===== src/rtl/rom_loader.sv =====
// ROM download sequencer: ioctl words to DDR3 and SDRAM via toggle req/ack,
// plus cartridge metadata (size, header, SuperGrafx, Populous).
module rom_loader #(
    parameter int AW = 24
) (
    input  logic          clk_sys,
    input  logic          reset,
    input  logic          cart_download,
    input  logic [7:0]    ioctl_index,
    input  logic          ioctl_wr,
    input  logic [15:0]   ioctl_dout,
    input  logic          swap_en,
    output logic          ioctl_wait,
    output logic [AW-1:0] romwr_a,
    output logic [15:0]   romwr_d,
    output logic          rom_wr,
    input  logic          dd_wrack,
    input  logic          sd_wrack,
    output logic [7:0]    rom_sz,
    output logic          rom_hdr,
    output logic [1:0]    populous,
    output logic          sgx,
    output logic          load_done,
    output logic          wr_drop
);

    typedef enum logic [1:0] {
        IDLE  = 2'd0,
        WAIT  = 2'd1,
        DRAIN = 2'd2
    } state_t;

    localparam logic [AW-5:0] POP_A = (AW-4)'('h212);
    localparam logic [AW-5:0] POP_B = (AW-4)'('h1F2);

    state_t        state_q = IDLE;
    logic          dl_q    = 1'b0;
    logic          wait_q  = 1'b0;
    logic [AW-1:0] addr_q  = '0;
    logic [15:0]   data_q  = '0;
    logic          wr_q    = 1'b0;
    logic [1:0]    pop_q   = 2'b11;
    logic          sgx_q   = 1'b0;
    logic          ld_q    = 1'b0;
    logic          drop_q  = 1'b0;

    logic          start;
    logic          stop;
    logic          acked;
    logic          accept;
    logic          drop;
    logic [15:0]   sw_d;
    logic          pop_chk;
    logic [15:0]   pop_exp;
    logic          pop_bad;
    logic          unused_idx;

    function automatic logic [7:0] rev8(input logic [7:0] b);
        logic [7:0] r;
        for (int i = 0; i < 8; i++) r[i] = b[7-i];
        return r;
    endfunction

    assign unused_idx = ^ioctl_index[7:5];

    assign start  = cart_download & ~dl_q;
    assign stop   = ~cart_download & dl_q;
    assign acked  = (wr_q == dd_wrack) && (wr_q == sd_wrack);
    assign accept = ioctl_wr & cart_download & (state_q == IDLE)
                  & ~reset & ~start;
    assign drop   = ioctl_wr & (reset | start | (state_q != IDLE));
    assign sw_d   = swap_en ? {rev8(ioctl_dout[15:8]), rev8(ioctl_dout[7:0])}
                            : ioctl_dout;

    // Signature words of "POPULOUS" at offsets 6..12 of the probed lines
    always_comb begin
        pop_chk = 1'b1;
        pop_exp = 16'h0000;
        unique case (addr_q[3:0])
            4'h6:    pop_exp = 16'h4F50;
            4'h8:    pop_exp = 16'h5550;
            4'hA:    pop_exp = 16'h4F4C;
            4'hC:    pop_exp = 16'h5355;
            default: pop_chk = 1'b0;
        endcase
    end

    assign pop_bad = pop_chk & (sw_d != pop_exp)
                   & ((addr_q[AW-1:4] == POP_A) | (addr_q[AW-1:4] == POP_B));

    always_ff @(posedge clk_sys) begin
        dl_q <= cart_download;
        ld_q <= ~reset & stop;
        if (drop)
            drop_q <= 1'b1;
        else if (start & ~reset)
            drop_q <= 1'b0;

        if (reset) begin
            // Keep toggle phase aligned: drain any outstanding request
            wait_q  <= 1'b0;
            state_q <= acked ? IDLE : DRAIN;
        end else begin
            if (start) begin
                addr_q <= '0;
                pop_q  <= 2'b11;
                sgx_q  <= (ioctl_index[4:0] == 5'd2);
            end
            unique case (state_q)
                IDLE: begin
                    if (accept) begin
                        data_q  <= sw_d;
                        wr_q    <= ~wr_q;
                        wait_q  <= 1'b1;
                        state_q <= WAIT;
                        if (pop_bad)
                            pop_q[addr_q[13]] <= 1'b0;
                    end
                end
                WAIT: begin
                    if (acked) begin
                        wait_q  <= 1'b0;
                        state_q <= IDLE;
                        if (!start)
                            addr_q <= addr_q + AW'(2);
                    end
                end
                DRAIN: begin
                    if (acked)
                        state_q <= IDLE;
                end
                default: state_q <= IDLE;
            endcase
        end
    end

    assign ioctl_wait = wait_q;
    assign romwr_a    = addr_q;
    assign romwr_d    = data_q;
    assign rom_wr     = wr_q;
    assign rom_sz     = addr_q[23:16];
    assign rom_hdr    = addr_q[9];
    assign populous   = pop_q;
    assign sgx        = sgx_q;
    assign load_done  = ld_q;
    assign wr_drop    = drop_q;

endmodule


===== config.mk =====
export PLATFORM = sky130hd
export DESIGN_NAME = rom_loader
export DESIGN_NICKNAME = d
export VERILOG_FILES = /design/src/rtl/rom_loader.sv
export SDC_FILE = /design/constraint.sdc
export NUM_CORES = 1
export LEC_CHECK = 0
export CAP_MARGIN = 20
export CELL_PAD_IN_SITES_DETAIL_PLACEMENT = 0
export CELL_PAD_IN_SITES_GLOBAL_PLACEMENT = 1
export CORE_MARGIN = 4
export CORE_UTILIZATION = 36
export DETAILED_ROUTE_END_ITERATION = 12
export PLACE_DENSITY = 0.78
export SLEW_MARGIN = 20
export SYNTH_ARGS = -nofsm -noshare
export SYNTH_HDL_FRONTEND = slang
export SYNTH_SLANG_ARGS = --single-unit
export TNS_END_PERCENT = 1

===== constraint.sdc =====
create_clock -name clk_sys -period 3.1 [get_ports clk_sys]
set_input_delay 0.31 -clock clk_sys [delete_from_list [all_inputs] [get_ports clk_sys]]
set_output_delay 0.31 -clock clk_sys [all_outputs]
set_load 0.005 [all_outputs]

---- Word-level counts from Yosys, hierarchy flattened ----
Cells that the tools add are included.
storage, ports and cells
  register bits ........................... 50
  output and inout port bits .............. 56
  logic and storage cells ................. 83
cells by class
  $add $sub $neg .......................... 1
  $lt $le $gt $ge ......................... 2
  eq/ne operators ......................... 16
  muxes and demuxes ....................... 22
  bitwise logic cells ..................... 21
  reduce and logical (&&, ||, !) cells .... 11
operators with widths
  kind                     count
  $mux W24                 4
  $pmux W15 S4             1
  $add A24 B2 Y24 const B  1
  $eq A20 B10 Y1 const B   1
  $eq A20 B9 Y1 const B    1
  $mux W2                  9
  $mux W16                 1
  $ne A16 B16 Y1           1
  $eq A4 B4 Y1 const B     3
  $and A1 B1 Y1            11
  $reduce_and A3 Y1        2
  $eq A5 B2 Y1 const B     1
  $not A1 Y1               5
  $eq A4 B3 Y1 const B     1
  $mux W1                  4
  $ne A2 B2 Y1 const B     2
  $pmux W2 S2              1
  $reduce_and A2 Y1        2
  $reduce_bool A2 Y1       2
  $reduce_or A4 Y1         1
  $ne A3 B1 Y1 const B     1
  $ne A3 B3 Y1 const B     1
  $or A1 B1 Y1             3
  $and A2 B2 Y2            1
  11 further kinds         13

---- Logic depth before layout (Yosys ltp) ----
Gate-level depths: netlist of the first run.
  word-level depth ........................ 9
  gate-level depth with buffers ........... 8

---- Worst setup path before layout of the first run ----
OpenSTA, ideal clock, no wires.
  path type ............................... flip-flop to flip-flop
  start ................................... register addr_q[2] (netlist: romwr_a[2])
  end ..................................... register pop_q[1] (netlist: populous[1]) (data pin)
  setup time .............................. 152 ps
  arrival time ............................ 2091 ps
  setup slack ............................. 857 ps
  cell stages (with the launch flop) ...... 9
  buffers on the path ..................... 2
  clock period less this slack ............ 2243 ps
  cell sequence ........................... edfxtp_1 > buf_4 > and2_4 > buf_6 > mux2_4 > mux2i_1 > nor4b_2 > or4b_1 > a31oi_1
between the ends
  cells in the longest elaborated chain, start to end .. 8
  elaborated cells on any way between the ends .. 13
RTL lines
  what                                                     line    RTL
  start, declared                                          39      logic [AW-1:0] addr_q = '0;
  start signal, assigned                                   125     addr_q <= addr_q + AW'(2);
  $eq A4 B4 Y1 / $eq A4 B3 Y1 (equally long branches)      79      unique case (addr_q[3:0])
  $pmux W15 S4 / $reduce_or A4 Y1 (equally long branches)  -
  $ne A16 B16 Y1 / $mux W1 (equally long branches)         88, 79
  $and A1 B1 Y1 *                                          88      assign pop_bad = pop_chk & (sw_d != pop_exp)
  $and A1 B1 Y1 *                                          89      & ((addr_q[AW-1:4] == POP_A) | (addr_q[AW-1:4] == POP_B));
  $mux W2 *                                                116     if (pop_bad)
  $mux W2 *                                                111     if (accept) begin
  $mux W2 *                                                109     unique case (state_q)
  end signal, assigned                                     106     pop_q <= 2'b11;
  end signal, assigned by index                            117     pop_q[addr_q[13]] <= 1'b0;
  end, declared                                            42      logic [1:0] pop_q = 2'b11;
Every way passes the cells marked *; elsewhere a longest branch is shown, timed or not.
A chain may end at the register's enable or synchronous reset.

---- Worst setup path after layout of the first run ----
  start ................................... register addr_q[3] (netlist: romwr_a[3])
  end ..................................... register pop_q[0] (netlist: populous[0]) (data pin)
The elaborated chain is that of the path after synthesis.

==> results of run 1 <==
## path summary, 6_finish.rpt
kind | startpoint | slack [ps] | endpoint | depth (start not counted)
hold / removal | wr_drop | 500 | wr_drop | 2
hold reg to reg | wr_drop | 500 | wr_drop | 2
setup / recovery | romwr_a[3] | 680 | populous[0] | 6
setup reg to reg | romwr_a[3] | 680 | populous[0] | 6
## power groups by stage
stage	combinational (mW)	clock [mW]	sequential, mW
floorplan	0.185	0	0.834
global placement	0.309	0	0.848
detailed placement	0.313	0	0.850
CTS	0.314	0.437	0.835
global route	0.343	0.471	0.842
finish	0.310	0.428	0.833
## cell type report
class,instances,area [sq um]
flip-flops and latches,50,1460
fillers,747,3920
multi-input cells,185,1250
inverters,15,56.3
well taps,102,128
clock inverters,1,8.76
clock buffers,7,96.3
repair buffers,90,883
## layer usage
metal / vias up / share of wire [%]
li1: 1124 / -
met1: 1040 / 45
met2: 57 / 49
met3: 5 / 5.1
met4: 0 / 0.91
met5: - / 0
## synthesized netlist by cell type, drive strengths merged
master  number
nor3b        2
mux2        12
mux2i        8
and4bb       1
o32ai        2
a211oi       2
nand4       10
o21ai        8
nor4         5
nand2       16
xnor2        6
dfxtp        4
nor2        31
nor3        11
and4         2
and3         5
ha           3
a22oi        1
a31oi        3
a22o         1
nand2b       2
a21oi       13
buf         16
and2         2
nand3b       2
clkbuf       6
nand3        8
inv         15
or4b         2
or3          5
edfxtp      46
xor2        16
nor2b        4
nor4b        2
## placed cells by master (no fill, tap or decap), drive strengths merged, types with 3 or more instances in the layout
master	count
a21oi	13
a31oi	3
and3	5
buf	7
clkbuf	7
clkdlybuf4s50	83
dfxtp	4
edfxtp	46
ha	3
inv	15
mux2	12
mux2i	8
nand2	16
nand3	8
nand4	10
nor2	31
nor2b	4
nor3	11
nor4	5
o21ai	8
or3	5
xnor2	6
xor2	16
## stage by stage
step | total power, mW | hold WS, ps | std cells | util, % | area (sq um)
finish | 1.57 | 499 | 450 | 49.8 | 3890
global route | 1.66 | 538 | 450 | 49.8 | 3890
CTS | 1.59 | 506 | 450 | 49.8 | 3890
detailed placement | 1.16 | 476 | 442 | 48.4 | 3780
global placement | 1.16 | 471 | 442 | 48.4 | 3780
floorplan | 1.02 | 338 | 272 | - | 2930
## logic make-up (layout without fill, tap and decap cells)
family | after synthesis | count (layout)
buf+inv | 37 | 113
mux | 20 | 20
xor+xnor | 22 | 22
compound gates | 30 | 30
flops | 50 | 50
simple gates | 110 | 110
fa+ha+maj | 3 | 3
## registers in the layout (all words and copies together), names as in the netlist
| signal | flops |
|---|---|
| ioctl_wait | 1 |
| wr_drop | 1 |
| load_done | 1 |
| dl_q | 1 |
| rom_wr | 1 |
| romwr_a | 24 |
| state_q | 2 |
| populous | 2 |
| romwr_d | 16 |
| sgx | 1 |
## tightest hold or removal path: stages, from the launching register on
cell     delay, ps
dfxtp_1        340
a21oi_1         40
nor2_1          80
==> impl_metrics.csv, run 1 <==
group,metric,value,unit
critical_path,crit_chain,"a21oi_1 > a211oi_1 > xnor2_1 > nor4b_2 > or4b_1 > a31oi_1",
synth,synth_top_area_cell,"edfxtp_1",
synth,yosys_register_bits,50,
run,drv_cap,0,
synth,ys_seq_area_share,49.9,%
critical_path,max_stage_delay,700,ps
cts,cts.path.max_buffers,2,
grt,grt_max_degree,26,
routing,route.detailed.drc,0,
routing,wirelength,6560,um
routing,vias,2226,
floorplanning,dieArea,0.00964,sq mm
grt,gr-total-overflow,0,
synth,ys_warn_count,0,
routing,first_pass_iters,4,
timing,fin_ws,676,ps
cts,cts_hold_buf,0,
cts,cts_root_buf,"clkbuf_8",
timing,max_slew.worst_pin.slew,531,ps
cts,post-cts-setup-buffers,0,
grt,grt_pass1_wl,10700,um
cts,h-tree-depth,2,
critical_path,critPathRequiredTime,3260,ps
synth,synth_top_family_by_area,"simple AND/OR/NAND/NOR gates",
critical_path,crit_buf_inv,0,
critical_path,worstSetupEndpointType,"flip-flop",
cts,cts_tree,"done",
grt,grt-busiest-layer,"met2",
floorplanning,dieHeight,98.2,um
synth,synthAdderAreaFrac,1.28,%
grt,groute.usage.overall,13.6,%
synth,ys_types,46,
cells_and_area,antenna_cells,0,
synth,synth_xor_area_share,7.23,%
outcome,run_status,"finished, final reports clean",
floorplanning,fp.dieW,98.2,um
synth,syn_nets,306,
timing,maxSlewViolCount,0,
routing,routedWlPerCell,14.6,um
synth,synth_compound_area_share,5.90,%
timing,rsz0062_at_grt,"no",
grt,use_met1,17.7,%
cells_and_area,nets,381,
synth,synth-simple-area-share,20.3,%
power_and_ir_drop,power.clock.fraction,27.2,%
min_path,hp-class,"flip-flop to flip-flop",
grt,use_met3,3.07,%
floorplanning,core_region_area,0.00781,sq mm
power_and_ir_drop,switching_share,25.7,%
critical_path,arrival,2580,ps
routing,postRouteAntennaNets,0,
timing,max_clock_freq,0.413,GHz
grt,antenna_found_initial,0,
cts,insertion_delay,300,ps
routing,via_per_inst,4.95,
power_and_ir_drop,power_frac_seq,53.0,%
cts,clk_pin_slew_worst_paths,100,ps
cells_and_area,drive_gt1_share,9.77,%
timing,min_period,2420,ps
timing,fin_crit_sh,78.2,%
grt,grt_pass1_vias,2162,
timing,final_hold_viol_count,0,
grt,use_met2,23.1,%
critical_path,cp-start-kind,"flip-flop",
power_and_ir_drop,intPower,1.17,mW
critical_path,path_class,"flip-flop to flip-flop",
cells_and_area,areaGrowthSynthToFinish,32.8,%
synth,syn_inst,272,
synth,yosys.area.top_type_share,47.2,%
critical_path,critPathSlowestCell,"edfxtp_1",
cts,cts_resized,0,
power_and_ir_drop,p_leak,1.37,nW
timing,final.setup.tns,0,ps
placed_design,port_buffers,83,
cts,cts.sinks,50,
placed_design,gp_congestion,0.771,
placed_design,dp_hpwl,4850,um
cts,cts-buffers-inserted,5,
floorplanning,initial_core_util,37.5,%
synth,syn-cell-area,0.00293,sq mm
critical_path,crit_family,"compound AO/OA/AOI/OAI gates",
floorplanning,rows,32,
timing,maxSlewHeadroom,64.6,%
synth,synthTopCellsByArea,"edfxtp_1 (47%), xor2_1 (4.8%), nor2_1 (4.0%)",
routing,drt-initial-drc-count,115,
power_and_ir_drop,ir_worst_vdd,0.201,mV
timing,clock_skew,8.50,ps
placed_design,post-place-ws,354,ps
critical_path,cp_max_fo,17,
synth,syn_avg_cell_area,10.8,sq um
power_and_ir_drop,combinationalPowerShare,19.7,%
floorplanning,io_pins,87,
power_and_ir_drop,switching_power,0.403,mW
power_and_ir_drop,power_density,404,mW/mm^2
timing,setup_viol,0,
synth,synth.mux.area_fraction,8.12,%
(Power assumes the default switching activity.)
==> inputs of run 2 (changes only) <==
CORE_UTILIZATION = 33   (was 36)
PLACE_DENSITY = 0.75   (was 0.78)
clock period = 2.1 ns   (was 3.1 ns; I/O delays follow)
==> run 2 against run 1 <==
Worst setup slack lost 680 ps. Clock skew shrank 2.0 ps. Combinational power grew 89%. Power grew 65%. The run now ends with negative setup slack left. Register-to-register slack lost 680 ps. Sequential cell count is the same. Cell count grew 11%. Core utilization shrank 0.11 points. First-iteration DRC count grew 7.8%. Critical path depth is the same. Hold slack lost 52 ps. Fmax grew 15%.
==> impl_metrics.csv, run 2 (synthesis gave the netlist of run 1 again) <==
group,metric,value,unit
timing,min_period,2100,ps
min_path,hp-class,"input port to flip-flop",
routing,postRouteAntennaNets,0,
timing,rsz0062_at_grt,"yes",
floorplanning,dieHeight,102,um
floorplanning,core_region_area,0.00868,sq mm
cells_and_area,drive_gt1_share,20.9,%
grt,grt_pass1_vias,2427,
power_and_ir_drop,total_power,2.60,mW
placed_design,dpl.cell_count,487,
grt,grt_pass1_wl,11700,um
grt,grt_max_degree,26,
cells_and_area,final_util,49.7,%
timing,fin_ws,-1.10,ps
critical_path,cp-start-kind,"flip-flop",
floorplanning,initial_core_util,33.7,%
routing,wirelength,7390,um
timing,maxSlewHeadroom,75.5,%
power_and_ir_drop,ir_worst_vdd,0.284,mV
cells_and_area,nets,425,
routing,vias,2453,
grt,antenna_found_initial,0,
timing,clock_skew,6.55,ps
cts,cts.path.max_buffers,2,
timing,maxSlewViolCount,0,
cells_and_area,final_cells,500,
timing,max_slew.worst_pin.slew,361,ps
timing,final_hold_viol_count,0,
cts,insertion_delay,300,ps
cells_and_area,final_cell_mix,"clkdlybuf4s50_1 (82), buf_4 (49), edfxtp_1 (46)",
critical_path,worstSetupEndpointType,"flip-flop",
cells_and_area,final_common_cell,"clkdlybuf4s50_1",
timing,max_clock_freq,0.476,GHz
critical_path,path_class,"flip-flop to flip-flop",
floorplanning,io_pins,87,
routing,route.detailed.drc,0,
timing,fin_crit_sh,100,%
outcome,run_status,"finished with violations",
critical_path,arrival,2260,ps
cts,cts-buffers-inserted,5,
routing,first_pass_iters,4,
power_and_ir_drop,p_leak,1.63,nW
floorplanning,dieArea,0.0104,sq mm
cts,clk_pin_slew_worst_paths,100,ps
cts,cts_tree,"done",
floorplanning,fp.dieW,102,um
routing,routedWlPerCell,14.8,um
cts,h-tree-depth,2,
grt,groute.usage.overall,14.3,%
run,drv_cap,0,
placed_design,dp_hpwl,5530,um
grt,gr-total-overflow,0,
placed_design,gp_congestion,0.730,
placed_design,port_buffers,83,
timing,setup_viol,1,
power_and_ir_drop,power_density,603,mW/mm^2
cts,cts.sinks,50,
cts,cts_root_buf,"clkbuf_8",
critical_path,critPathRequiredTime,2250,ps
routing,drt-initial-drc-count,124,
timing,hold_ws,447,ps
routing,via_per_inst,4.91,
cells_and_area,largest_reg_flops,24,
cells_and_area,areaGrowthSynthToFinish,47.3,%
outcome,violations,"negative setup slack",
cells_and_area,antenna_cells,0,
critical_path,cp_max_fo,6,
floorplanning,rows,34,
[run 2: cell count changes in the layout (fill, tap and decap cells not counted), sizes merged]
cell	change
dlygate4sd2	+1
clkbuf	-2
bufbuf	+1
buf	+43
bufinv	+2
clkdlybuf4s50	-1
[run 2: final cells by class]
cell class,instances,area (sq um)
Inverter,15,56.3
Timing Repair Buffer,134,1250
Fill cell,807,4370
Clock buffer,5,68.8
Tap cell,108,135
Clock inverter,3,63.8
Sequential cell,50,1460
Multi-Input combinational cell,185,1280
[run 2: stage by stage]
stage               setup TNS [ps]  setup slack [ps]  instance area (sq um)
finish                       -1.10             -1.10                   4310
global route                  -505              -129                   4310
CTS                          -47.5             -34.9                   4300
detailed placement           -4330              -547                   4100
global placement             -4320              -466                   4100
floorplan                     -170              -101                   2930
[run 2: path summary, 6_finish.rpt]
check                startpoint  slack, ps     endpoint  depth (start not counted)
setup / recovery     romwr_a[1]         -1  populous[1]                          6
hold / removal    cart_download        450         dl_q                          1
setup reg to reg     romwr_a[1]         -1  populous[1]                          6
hold reg to reg         wr_drop        500      wr_drop                          2
[run 2: timing repair]
item | CTS | global route
hold buffers | 0 | 0
endpoints found under the setup margin | 6 | 5
gates resized for setup | 4 | 3
pin swaps | 3 | 4
endpoints found under the hold margin | 0 | 0
setup buffers | 3 | 1
cloned | 1 | 0
[run 2: critical path, stage by stage (launching register included)]
cell,delay [ps]
edfxtp_1,490
and2_4,190
mux2_4,300
mux2i_1,130
nor4b_2,210
or4b_4,490
a31oi_1,150
[run 2: power breakdown]
group / total, mW / switching (mW) / leakage, nW / internal (mW)
Sequential: 1.20 / 0.0465 / 0.479 / 1.16
Combinational: 0.586 / 0.249 / 1.08 / 0.337
Clock: 0.809 / 0.337 / 0.0658 / 0.472
[run 2: routing by layer]
layer,track usage [%],share of wire (%),up-vias
li1,-,-,1216
met3,3.00,6.4,2
met2,24.2,48,74
met4,3.63,0.85,0
met5,0,0,-
met1,18.6,44,1161
==> inputs of run 3 (changes only) <==
CORE_UTILIZATION = 37   (was 33)
PLACE_DENSITY = 0.8   (was 0.75)
clock period = 2.6 ns   (was 2.1 ns; I/O delays follow)
==> run 3 against run 2 <==
The flow now finishes without violations. Clock skew increased by 7.4 ps. Sequential share of layout area rose by 2.9 points. Non-clock buffer count is 33 lower. Wire length decreased by 10%. First-iteration DRC count fell by 20%. Via count decreased by 8.0%. Largest power group unchanged.
==> impl_metrics.csv, run 3 (synthesis gave the netlist of run 1 again) <==
group,metric,value,unit
cells_and_area,final_area,0.00397,sq mm
cells_and_area,drive_gt1_share,12.5,%
placed_design,port_buffers,83,
critical_path,reg2reg_from,"romwr_a[3]",
critical_path,worstSetupEndpointType,"flip-flop",
timing,fin_crit_sh,88.7,%
cells_and_area,final_util,51.4,%
floorplanning,core_region_area,0.00773,sq mm
cells_and_area,final_cells,461,
timing,min_period,2310,ps
timing,final_hold_viol_count,0,
floorplanning,rows,32,
routing,routedWlPerCell,14.4,um
placed_design,gp_congestion,0.793,
power_and_ir_drop,p_leak,1.42,nW
critical_path,worstRegToRegCells,6,
power_and_ir_drop,power_density,470,mW/mm^2
cts,cts_hold_buf,0,
timing,rsz0062_at_grt,"no",
cts,cts_tree,"done",
cells_and_area,areaGrowthSynthToFinish,35.7,%
timing,maxSlewViolCount,0,
min_path,hold_end,"wr_drop",
cts,cts.sinks,50,
cts,cts.path.max_buffers,2,
outcome,run_status,"finished, final reports clean",
cts,insertion_delay,310,ps
routing,route.detailed.drc,0,
routing,via_per_inst,4.90,
critical_path,crit_chain,"clkdlybuf4s50_1 > buf_12 > mux2_4 > nor3_1 > mux2i_1 > nor4b_2 > or4b_1 > a31oi_1",
cts,clk_pin_slew_worst_paths,100,ps
cts,cts_resized,0,
critical_path,path_class,"input port to flip-flop",
critical_path,cp_max_fo,8,
power_and_ir_drop,ir_worst_vdd,0.264,mV
min_path,min_path_cells,2,
power_and_ir_drop,total_power,1.86,mW
grt,grt_pass1_wl,10800,um
grt,gr-total-overflow,0,
cells_and_area,final_common_cell,"clkdlybuf4s50_1",
routing,postRouteAntennaNets,0,
cells_and_area,antenna_cells,0,
critical_path,critPathSlowestCell,"clkdlybuf4s50_1",
timing,fin_ws,295,ps
timing,final.setup.tns,0,ps
min_path,hold_path.startpoint,"wr_drop",
floorplanning,fp.dieW,96.9,um
cells_and_area,nets,392,
cts,cts_root_buf,"clkbuf_8",
timing,maxSlewHeadroom,61.0,%
critical_path,critPathRequiredTime,2760,ps
routing,vias,2257,
placed_design,post-place-ws,-59.4,ps
critical_path,reg2reg_setup_slack,300,ps
run,drv_cap,0,
cts,cts-buffers-inserted,5,
placed_design,place_area,0.00388,sq mm
timing,max_slew.worst_pin.slew,585,ps
timing,clock_skew,14.0,ps
routing,first_pass_iters,4,
cells_and_area,largest_reg_flops,24,
critical_path,arrival,2460,ps
placed_design,dpl.cell_count,453,
grt,antenna_found_initial,0,
floorplanning,io_pins,87,
placed_design,dp_hpwl,5010,um
critical_path,max_stage_delay,530,ps
min_path,hp-class,"flip-flop to flip-flop",
floorplanning,dieArea,0.00940,sq mm
timing,hold_ws,501,ps
cts,h-tree-depth,2,
cts,post-cts-setup-buffers,0,
critical_path,cp-start-kind,"input port",
floorplanning,dieHeight,96.9,um
critical_path,r2r_end,"populous[1]",
floorplanning,initial_core_util,37.9,%
routing,drt-initial-drc-count,99,
cells_and_area,final_cell_mix,"clkdlybuf4s50_1 (83), edfxtp_1 (46), nor2_1 (31)",
grt,groute.usage.overall,13.9,%
routing,wirelength,6640,um
timing,setup_viol,0,
grt,grt_pass1_vias,2248,
timing,max_clock_freq,0.434,GHz
grt,grt_max_degree,26,
[run 3: how the worst max path moves through the flow]
| stage | startpoint | to | slack, ps | cells after the start |
|---|---|---|---|---|
| floorplan | romwr_a[2] | populous[1] | 360 | 8 |
| global placement | swap_en | populous[0] | -30 | 8 |
| detailed placement | swap_en | populous[1] | -60 | 8 |
| CTS | swap_en | populous[1] | 250 | 8 |
| global route | swap_en | populous[1] | 160 | 8 |
| finish | swap_en | populous[1] | 290 | 8 |
[run 3: worst max-delay path: cells and delay by family]
kind	cells	cell delay [ps]
and+or+nand+nor	3	950
muxes	2	420
buffers and inverters	2	670
AOI/OAI and AO/OA	1	150
[run 3: per-layer routing]
metal | track usage, % | vias to the layer above | share of wire [%]
met1 | 18.0 | 1037 | 46
met3 | 3.75 | 4 | 6.5
li1 | - | 1150 | -
met4 | 3.46 | 0 | 0.65
met2 | 22.9 | 66 | 47
met5 | 0 | - | 0
[run 3: where the power goes]
| group | internal, mW | leakage (nW) | switching [mW] | total, mW |
|---|---|---|---|---|
| combinational | 0.226 | 0.901 | 0.168 | 0.394 |
| clock | 0.193 | 0.0408 | 0.290 | 0.483 |
| sequential | 0.936 | 0.479 | 0.0512 | 0.987 |
[run 3: area by class of cell]
type                       count  area (sq um)
tap                          102           128
clock buffer                   5          68.8
fill                         706          3760
inverter                      15          56.3
timing repair buffer         101           978
sequential                    50          1460
multi-input combinational    185          1250
clock inverter                 3          23.8
